==> src/rtl/rv32i_pkg.sv <==
// Shared RV32I constants: load/store funct3 sizes and LSU FSM states.
package rv32i_pkg;

  localparam logic [2:0] F3_B  = 3'b000;
  localparam logic [2:0] F3_H  = 3'b001;
  localparam logic [2:0] F3_W  = 3'b010;
  localparam logic [2:0] F3_BU = 3'b100;
  localparam logic [2:0] F3_HU = 3'b101;

  localparam logic [1:0] SZ_B = 2'd0;
  localparam logic [1:0] SZ_H = 2'd1;
  localparam logic [1:0] SZ_W = 2'd2;

  typedef enum logic [1:0] {
    IDLE = 2'd0,
    REQ  = 2'd1,
    WAIT = 2'd2,
    DONE = 2'd3
  } lsuState_t;

  // Unknown funct3 codes fall back to a word access.
  function automatic logic [1:0] f3Size(input logic [2:0] f3);
    case (f3)
      F3_B, F3_BU: f3Size = SZ_B;
      F3_H, F3_HU: f3Size = SZ_H;
      default:     f3Size = SZ_W;
    endcase
  endfunction

endpackage

==> src/rtl/lsu_align.sv <==
// LSU lane logic: byte enables, store replication, load extract/extend.
// Illegal-access detection only when LSU_MISALIGN_TRAP_EN is defined.
module lsu_align
  import rv32i_pkg::*;
(
  input  logic [2:0]  f3Req,
  input  logic [1:0]  addrLo,
  input  logic [31:0] wdataReq,
  input  logic [2:0]  f3Rsp,
  input  logic [1:0]  offRsp,
  input  logic [31:0] rdata,
  output logic [3:0]  be,
  output logic [1:0]  offMask,
  output logic [31:0] wdataRep,
  output logic [31:0] rdExt,
  output logic        illegal
);

  logic [1:0]  szReq;
  logic [31:0] shifted;

  assign szReq   = f3Size(f3Req);
  assign shifted = rdata >> {offRsp, 3'b000};

  always_comb begin
    be       = 4'b1111;
    offMask  = 2'b00;
    wdataRep = wdataReq;
    case (szReq)
      SZ_B: begin
        offMask  = addrLo;
        be       = 4'b0001 << addrLo;
        wdataRep = {4{wdataReq[7:0]}};
      end
      SZ_H: begin
        offMask  = {addrLo[1], 1'b0};
        be       = 4'b0011 << {addrLo[1], 1'b0};
        wdataRep = {2{wdataReq[15:0]}};
      end
      default: begin
        be = 4'b1111;
      end
    endcase
  end

  always_comb begin
    rdExt = rdata;
    case (f3Rsp)
      F3_B:    rdExt = {{24{shifted[7]}}, shifted[7:0]};
      F3_BU:   rdExt = {24'b0, shifted[7:0]};
      F3_H:    rdExt = {{16{shifted[15]}}, shifted[15:0]};
      F3_HU:   rdExt = {16'b0, shifted[15:0]};
      default: rdExt = rdata;
    endcase
  end

`ifdef LSU_MISALIGN_TRAP_EN
  always_comb begin
    illegal = 1'b1;
    case (f3Req)
      F3_B, F3_BU: illegal = 1'b0;
      F3_H, F3_HU: illegal = addrLo[0];
      F3_W:        illegal = |addrLo;
      default:     illegal = 1'b1;
    endcase
  end
`else
  assign illegal = 1'b0;
`endif

endmodule

==> src/rtl/mem_lsu.sv <==
// M-stage load/store unit: req/gnt/rvalid FSM and registered memory port.
// Optional LSU_MISALIGN_TRAP_EN turns misaligned accesses into traps.
module mem_lsu
  import rv32i_pkg::*;
(
  input  logic        clk,
  input  logic        rst_n,
  input  logic        validM,
  input  logic        memreadM,
  input  logic        memwriteM,
  input  logic [2:0]  funct3M,
  input  logic [31:0] addrM,
  input  logic [31:0] wdataM,
  input  logic        holdM,
  output logic        stallM,
  output logic [31:0] dm_rdM,
  output logic        misalignM,
  output logic        dm_req,
  output logic        dm_we,
  output logic [31:0] dm_addr,
  output logic [3:0]  dm_be,
  output logic [31:0] dm_wdata,
  input  logic        dm_gnt,
  input  logic        dm_rvalid,
  input  logic [31:0] dm_rdata
);

  lsuState_t   state, stateNext;
  logic        access;
  logic [2:0]  f3Q;
  logic [1:0]  offQ;
  logic [3:0]  beReq;
  logic [1:0]  offReq;
  logic [31:0] wdataRep;
  logic [31:0] rdExt;
  logic        illegal;

  assign access = validM & (memreadM | memwriteM);

  lsu_align uAlign (
    .f3Req    (funct3M),
    .addrLo   (addrM[1:0]),
    .wdataReq (wdataM),
    .f3Rsp    (f3Q),
    .offRsp   (offQ),
    .rdata    (dm_rdata),
    .be       (beReq),
    .offMask  (offReq),
    .wdataRep (wdataRep),
    .rdExt    (rdExt),
    .illegal  (illegal)
  );

  always_comb begin
    stateNext = state;
    stallM    = 1'b0;
    unique case (state)
      IDLE: begin
        stallM = access;
        if (access) stateNext = illegal ? DONE : REQ;
      end
      REQ: begin
        stallM = 1'b1;
        if (dm_gnt) stateNext = dm_we ? DONE : WAIT;
      end
      WAIT: begin
        stallM = 1'b1;
        if (dm_rvalid) stateNext = DONE;
      end
      DONE: begin
        if (!holdM) stateNext = IDLE;
      end
    endcase
  end

  always_ff @(posedge clk or negedge rst_n) begin
    if (!rst_n) begin
      state    <= IDLE;
      dm_req   <= 1'b0;
      dm_we    <= 1'b0;
      dm_addr  <= '0;
      dm_be    <= '0;
      dm_wdata <= '0;
      dm_rdM   <= '0;
      f3Q      <= '0;
      offQ     <= '0;
    end else begin
      state  <= stateNext;
      dm_req <= (stateNext == REQ);
      if (state == IDLE && access) begin
        dm_we    <= memwriteM;
        dm_addr  <= {addrM[31:2], 2'b00};
        dm_be    <= beReq;
        dm_wdata <= wdataRep;
        f3Q      <= funct3M;
        offQ     <= offReq;
      end
      if (state == REQ && dm_gnt && dm_we)
        dm_rdM <= '0;
      if (state == WAIT && dm_rvalid)
        dm_rdM <= rdExt;
      if (state == IDLE && access && illegal)
        dm_rdM <= '0;
    end
  end

`ifdef LSU_MISALIGN_TRAP_EN
  logic misQ;

  // Set on the trap entry, held for as long as DONE is extended by holdM.
  always_ff @(posedge clk or negedge rst_n) begin
    if (!rst_n) begin
      misQ <= 1'b0;
    end else begin
      misQ <= (state == IDLE && access && illegal) |
              (misQ && stateNext == DONE);
    end
  end

  assign misalignM = misQ;
`else
  assign misalignM = 1'b0;
`endif

endmodule

==> config.mk <==
export PLATFORM = sky130hd
export DESIGN_NAME = mem_lsu
export DESIGN_NICKNAME = d
export VERILOG_FILES = /design/src/rtl/rv32i_pkg.sv /design/src/rtl/lsu_align.sv /design/src/rtl/mem_lsu.sv
export SDC_FILE = /design/constraint.sdc
export NUM_CORES = 1
export LEC_CHECK = 0
export CAP_MARGIN = 30
export CORE_MARGIN = 10
export CORE_UTILIZATION = 30
export DETAILED_ROUTE_END_ITERATION = 12
export DONT_BUFFER_PORTS = 1
export HOLD_SLACK_MARGIN = 0.05
export SLEW_MARGIN = 20
export SYNTH_ARGS = -nofsm -noshare
export SYNTH_HDL_FRONTEND = slang
export SYNTH_HIERARCHICAL = 1
export SYNTH_SLANG_ARGS = --single-unit
==> constraint.sdc <==
create_clock -name clk -period 5.43 [get_ports clk]
set_input_delay 1.086 -clock clk [delete_from_list [all_inputs] [get_ports clk]]
set_output_delay 1.086 -clock clk [all_outputs]
set_load 0.02 [all_outputs]
[Yosys cells after proc, flatten, opt, wreduce, memory -nomap -nowiden]
Index checks and enable logic that the tools add are counted.
Widths: inputs -> output; s select.
Cells by class
  reduce and logical (&&, ||, !) cells: 12
  equality and inequality tests: 11
  muxes and demuxes: 14
  bitwise gates (word level): 2
  shift operators: 3
Operator list (number)
  $pmux 32 s4: 1
  $mux 32: 2
  $pmux 32 s2: 1
  $shr 32x5->16: 1
  $eq 3x3->1 const B: 4
  $mux 2: 4
  $pmux 2 s2: 2
  $pmux 2 s4: 1
  $pmux 4 s2: 1
  $eq 2x1->1 const B: 3
  $eq 3x1->1 const B: 2
  $logic_not 3->1: 2
  $reduce_or 2->1: 3
  $eq 2x2->1 const B: 2
  $logic_and 1x1->1: 4
  $logic_not 2->1: 2
  $shl 1x2->4 const A: 1
  $shl 2x2->4 const A: 1
  $pmux 1 s2: 1
  $reduce_bool 2->1: 1
  $and 1x1->1: 1
  $mux 1: 1
  $or 1x1->1: 1
Word-level totals
  register bits: 107
  logic and storage cells: 51
  input bits: 107
  output and inout port bits: 104

[Longest topological paths before layout]
Gate-level depths: netlist of the first run.
  depth after elaboration: 5
  gate-level depth with buffers: 8

[By module]
The synthesis of the first run kept the hierarchy.
Modules (own cells, without submodules)
  mem_lsu: area each 4521.8 um^2, instances 1, cells each 295
  lsu_align: area each 1167.4 um^2, instances 1, cells each 186

[Least setup slack after synthesis of the first run]
OpenSTA, ideal clock, no wires.
  kind: input to output
  from: input memwriteM
  to: output stallM
  path buffers: 1
  cell stages on the path: 4
  data arrival time: 1.892 ns
  slack: 2.452 ns
  cells stage by stage: o21a_2 > nand2_4 > buf_6 > a21oi_1
Between the ends
  cells in the longest elaborated chain, start to end: 3
Ends and longest elaborated chain
  start, declared: RTL line mem_lsu.sv:10  | input logic memwriteM,
  $or 1x1->1: RTL line mem_lsu.sv:38  | assign access = validM & (memreadM | memwriteM);
  $and 1x1->1: RTL line mem_lsu.sv:38
  $pmux 1 s2: RTL line mem_lsu.sv:57  | unique case (state)
  end, declared: RTL line mem_lsu.sv:15  | output logic stallM,
Every way passes these cells.

[Worst setup path after layout of the first run]
Ends and elaborated chain as after synthesis.

==> out/qor.csv, run 1 <==
stage,metric,value,unit
status,status,"finished, final reports clean",
drt,Via density,5.15,
clocking,Clock Latency Late Sink,350,ps
timing,Final Hold Viols,0,
final_layout,diode count,0,
final_layout,layout cells sized above 1,25.3,%
timing,Tcrit/Tclk final,58.6,%
final_layout,Layout area overhead,5.98,%
die,Rows,50,
global_routing,M1 GR Usage,13.7,%
global_routing,grt ovf,0,
timing,Achievable Freq,0.314,GHz
synth,"EDFF count, synth",0,
synth,simple-gate share of the synthesized area,8.99,%
synth,"Seq/Total Area, Yosys",47.1,%
synth,most common cell in the netlist,dfrtp_1,
setup_path,WP data required,4340,ps
synth,"Avg Cell Area, Syn",11.8,um^2
clocking,CTS tree,yes,
timing,RSZ-0062 raised after global routing,false,
synth,Synth area leaders,"dfrtp_1 (47%), mux2_4 (18%), a22oi_1 (4.2%), mux2_2 (4.0%), nand2_1 (4.0%)",
clocking,H-tree lvl count,3,
synth,mapped cell area,0.00569,mm^2
clocking,post_cts resized,0,
timing,Tightest Pin Transition,1310,ps
power,VDD IR max,0.221,mV
global_routing,Top Usage Layer GRT,met2,
synth,Synth Area in Compound Gates,11.2,%
synth,multiplexer area fraction after synthesis,25.6,%
die,die width,158,um
drt,DRC,0,
timing,max-slew violation count,0,
synth,fraction of registers with async set/reset,100,%
setup_path,kind of critical path,in2out,
die,total die area,0.0249,mm^2
global_routing,M2 GR Usage,20.2,%
drt,WL per Instance,23.2,um
drt,via count,3567,
synth,synthesized flop and latch total,107,
setup_path,CP startpoint,memwriteM,
placement,port bufs,0,
clocking,post-CTS setup repair buffer count,0,
clocking,TritonCTS Buffers,9,
worst_hold_path,hold crit path type,in2async,
global_routing,vias in the first global route,3856,
setup_path,Reg2Reg Depth,6,
run,max_cap viols,0,
synth,Post-synth top cells,"dfrtp_1 (107), mux2_4 (69), nand2_1 (60)",
synth,largest family of logic cells by synthesized area,multiplexers,
synth,distinct cell type count after synthesis,39,
die,Die H,158,um
clocking,CTS sink count,107,
drt,drt pass-1 iters,5,
setup_path,R2R Setup Slk,2860,ps
setup_path,reg-to-reg startpoint,offQ[1],
final_layout,final net count,567,
power,total power,3.92,mW
timing,min Tclk post-route,3180,ps
placement,GP Congestion,0.809,
synth,cell accounting for the most synthesized area,dfrtp_1,
clocking,"CTS clk-pin slew, worst paths",80,ps
drt,ANT nets after route,0,
clocking,Longest Clk Path Bufs,2,
timing,slew margin rel.,13.0,%
drt,final WL,16100,um
clocking,# hold bufs at CTS,0,
synth,Main synth FF type,dfrtp_1,
timing,setup TNS,0,ps
synth,post-synth top area share,47.1,%
setup_path,"Max FO, Critical Path",30,
global_routing,maximum number of pins on one net before global-route repair,108,
synth,XOR/XNOR Fraction of Synth Area,0,%
setup_path,CP endpoint kind,primary output,
die,Core ar.,0.0187,mm^2
global_routing,met3 GRT Util,7.19,%
global_routing,Total GRT Usage,12.6,%
drt,Starting DRT DRC Count,217,
global_routing,initial antenna violation count,0,
die,IO Count,211,
global_routing,global-route wire length before repair,24000,um
timing,Setup Viol. Count Final,0,
setup_path,RR Endpoint,dm_rdM[30],
synth,Cells after Synth,481,
power,PwrDens,650,mW/mm^2
placement,Final HPWL DP,11900,um
setup_path,Worst Path Arrival,2100,ps
clocking,root buffer cell,clkbuf_16,
setup_path,endpoint of the worst setup timing path,stallM,
synth,synth warn,6,
final_layout,filler instances,1854,
setup_path,CP Launch Type,primary input,
die,Initial Utilization,30.4,%
synth,adder-cell share of the synthesized area,1.32,%
power,Pleak,2.95,nW
timing,Setup Skew,6.22,ps
[critical path: stages]
cell and delay, ps:
o21a_2 160, nand2_4 310, a21oi_1 540
[report_power, final]
group          internal [mW]  switching [mW]  total (mW)
registers               1.16           0.813        1.97
logic                  0.703           0.552        1.26
clock network          0.376           0.313       0.689
[sequential cells by signal, summed over array words and instances (netlist names)]
signal    count
f3Q           3
dm_we         1
dm_be         4
offQ          2
state         2
dm_req        1
dm_rdM       32
dm_addr      30
dm_wdata     32
[metal layers]
layer,up-vias,wire (um)
met5,-,0
met2,177,7610
met3,19,2380
met1,1757,5840
met4,0,257
li1,1614,-
[stage by stage]
stage / utilization, % / instances / area [um^2] / hold slack, ps / setup WS, ps
after detailed placement: 30.6 / 677 / 5720 / 619 / 2230
after floorplan: - / 483 / 5700 / 507 / 2450
after global routing: 32.2 / 693 / 6030 / 399 / 2170
after CTS: 32.2 / 693 / 6030 / 406 / 2230
final: 32.2 / 693 / 6030 / 423 / 2250
after global placement: 30.6 / 677 / 5720 / 567 / 2250
[placed cells by master, fill, tap and decap left out, types with 4 or more instances in the layout]
cell and instances:
mux2_4 69, conb_1 4, dfrtp_1 107, a21oi_1 13, o211a_1 7, o31ai_1 6, o21ai_0 20, buf_4 4
mux2i_1 17, nor2b_1 11, nand2_1 60, a22oi_1 32, clkbuf_16 9, ha_1 6, inv_1 6, nor2_1 38
mux2_2 20
[cell type report]
cell class	count	area (um^2)	area share (%)
multi-input combinational	326	2700	44.7
timing repair buffer	4	30.0	0.498
clock buffer	10	239	3.96
clock inverter	6	72.6	1.20
sequential	107	2680	44.4
inverter	6	22.5	0.374
tap	234	293	4.86
[logic make-up after synthesis]
| family | count (synthesis) |
|---|---|
| muxes | 107 |
| and+or+nand+nor | 119 |
| DFF | 107 |
| AOI/OAI and AO/OA | 90 |
| buffers and inverters | 50 |
| adders and majority gates | 6 |
| other | 2 |
[worst min path at each step]
stage / to / slack (ps)
floorplan: offQ[0] / 510
global placement: state[0] / 570
detailed placement: state[0] / 620
CTS: dm_wdata[0] / 410
global route: dm_wdata[3] / 400
finish: dm_wdata[20] / 420
Power figures use the tool's default switching activity.
==> inputs of run 2 (changes only) <==
Clock period 5.43 ns to 3.1 ns, I/O delays scaled along.
==> run 2 against run 1 <==
  * The run now ends with hold timing left
  * Clock-buffer cell count increased by 1
  * First-iteration DRC count fell by 4.6%
  * Sequential power grew 76%
  * Core utilization is 0.10 points higher
  * Sequential cell count stayed put
  * Worst hold slack worse by 470 ps
  * Critical path depth rose by 3
  * Critical endpoint is now dm_rdM[19]
==> out/qor.csv, run 2 (synthesized netlist as in run 1, its figures left out) <==
stage,metric,value,unit,change
status,status,"complete, but fails checks",,
status,violated checks,hold timing,,
clocking,CTS sink count,107,,unchanged
setup_path,Worst Path Arrival,2600,ps,+500 ps
power,VDD IR max,0.405,mV,+83%
setup_path,CP endpoint kind,register,,
final_layout,final net count,568,,+0.18%
drt,final WL,16100,um,+0.27%
setup_path,WP data required,3340,ps,-1000 ps
final_layout,diode count,0,,unchanged
timing,minimum hold slack,-42.2,ps,-465 ps
setup_path,R2R Setup Slk,740,ps,-2120 ps
clocking,Clock Latency Late Sink,350,ps,about the same
die,Initial Utilization,30.4,%,unchanged
final_layout,FF/Latch Area,0.00268,mm^2,unchanged
run,max_cap viols,0,,unchanged
clocking,post_cts resized,0,,unchanged
timing,setup TNS,0,ps,unchanged
drt,via count,3620,,+1.5%
setup_path,RR Endpoint,dm_rdM[19],,
final_layout,final core occ,32.3,%,+0.10 points
final_layout,layout cells sized above 1,25.2,%,-0.055 points
timing,RSZ-0062 raised after global routing,false,,
global_routing,initial antenna violation count,0,,unchanged
clocking,root buffer cell,clkbuf_16,,
power,Pleak,2.96,nW,+0.31%
die,total die area,0.0249,mm^2,unchanged
setup_path,reg-to-reg startpoint,offQ[0],,
final_layout,multi-input combinational cell area,0.00270,mm^2,unchanged
drt,drt pass-1 iters,5,,unchanged
global_routing,grt ovf,0,,unchanged
die,die width,158,um,unchanged
timing,Tcrit/Tclk final,76.3,%,
setup_path,Reg2Reg Depth,6,,unchanged
drt,ANT nets after route,0,,unchanged
power,PwrDens,1140,mW/mm^2,+75%
final_layout,most frequent cells in the layout,"dfrtp_1 (107), mux2_4 (69), nand2_1 (60), nor2_1 (38), a22oi_1 (32)",,
die,IO Count,211,,unchanged
timing,slew margin rel.,17.9,%,+5.0 points
clocking,Longest Clk Path Bufs,2,,unchanged
worst_hold_path,hold crit path type,in2async,,
global_routing,vias in the first global route,3890,,+0.88%
setup_path,"Max FO, Critical Path",21,,-30%
drt,Starting DRT DRC Count,207,,-4.6%
placement,GP Congestion,0.840,,+3.8%
global_routing,global-route wire length before repair,24300,um,+1.0%
timing,worst setup slack after layout,736,ps,-1510 ps
die,Core ar.,0.0187,mm^2,unchanged
global_routing,Total GRT Usage,12.6,%,about the same
final_layout,filler instances,1860,,+0.32%
final_layout,"most common cell after layout, fill and taps aside",dfrtp_1,,
clocking,"CTS clk-pin slew, worst paths",70,ps,about the same
setup_path,kind of critical path,reg2reg,,
timing,max-slew violation count,0,,unchanged
placement,dpl ws,764,ps,-1460 ps
global_routing,maximum number of pins on one net before global-route repair,108,,unchanged
clocking,H-tree lvl count,3,,unchanged
setup_path,CP startpoint,offQ[0],,
timing,Tightest Pin Transition,1230,ps,-74.4 ps
timing,min Tclk post-route,2360,ps,
placement,Final HPWL DP,12100,um,+2.3%
final_layout,Layout area overhead,6.31,%,
placement,port bufs,0,,unchanged
drt,WL per Instance,23.2,um,+0.12%
timing,Final Hold Viols,103,,+103
timing,Setup Viol. Count Final,0,,unchanged
drt,Via density,5.22,,+1.3%
drt,DRC,0,,unchanged
clocking,CTS tree,yes,,
clocking,post-CTS setup repair buffer count,0,,unchanged
timing,Setup Skew,6.96,ps,+0.740 ps
die,Rows,50,,unchanged
setup_path,CP Launch Type,register,,
clocking,TritonCTS Buffers,9,,unchanged
timing,Achievable Freq,0.423,GHz,
final_layout,biggest regs,"dm_rdM (32), dm_wdata (32), dm_addr (30)",,
die,Die H,158,um,unchanged
run 2: changes by cell type in the layout (fill, tap and decap cells not counted):
cell,change
clkbuf_1,+1
clkinv_4,-2
clkinv_2,-1
inv_6,+2
buf_12,+1
run 2: area by class of cell:
cell class              count  share of cell area, %
clock inverters             5                   1.12
clock buffers              11                   4.01
repair buffers              5                  0.827
inverters                   6                  0.372
flip-flops and latches    107                   44.3
well taps                 234                   4.84
multi-input cells         326                   44.6
run 2: worst max-delay path by stage:
stage | end | cells after the start
6_report | dm_rdM[19] | 6
5_1_grt | dm_rdM[17] | 6
4_1_cts | dm_rdM[19] | 6
3_5_place_dp | dm_rdM[19] | 6
3_3_place_gp | dm_rdM[21] | 6
2_1_floorplan | stallM | 4
run 2: per-layer routing:
metal	up-vias	track usage, %	wire length [um]	share of wire (%)
met5	-	0	0	0
met4	0	4.27	229	1.4
li1	1618	-	-	-
met3	16	6.40	2260	14
met1	1801	14.0	6010	37
met2	185	20.4	7640	47
run 2: critical path, stage by stage (launching register included):
cell     delay [ps]
dfrtp_1         770
mux4_2          470
and3b_4         220
a31oi_4         380
nand2_1         130
a22oi_1         220
nor2_1           60
run 2: through the flow:
stage | hold slack (ps) | cells | total power, mW | area (um^2)
global route | -64.7 | 694 | 7.31 | 6050
floorplan | 324 | 483 | 5.17 | 5700
detailed placement | 329 | 678 | 5.74 | 5740
global placement | 329 | 678 | 5.65 | 5740
finish | -42.2 | 694 | 6.88 | 6050
CTS | -59.3 | 694 | 6.98 | 6050
run 2: report_power, final:
| group | leakage (nW) | internal, mW | total [mW] | switching [mW] |
|---|---|---|---|---|
| clock | 0.153 | 0.663 | 1.20 | 0.537 |
| combinational | 1.49 | 1.24 | 2.22 | 0.977 |
| sequential | 1.31 | 2.03 | 3.46 | 1.43 |
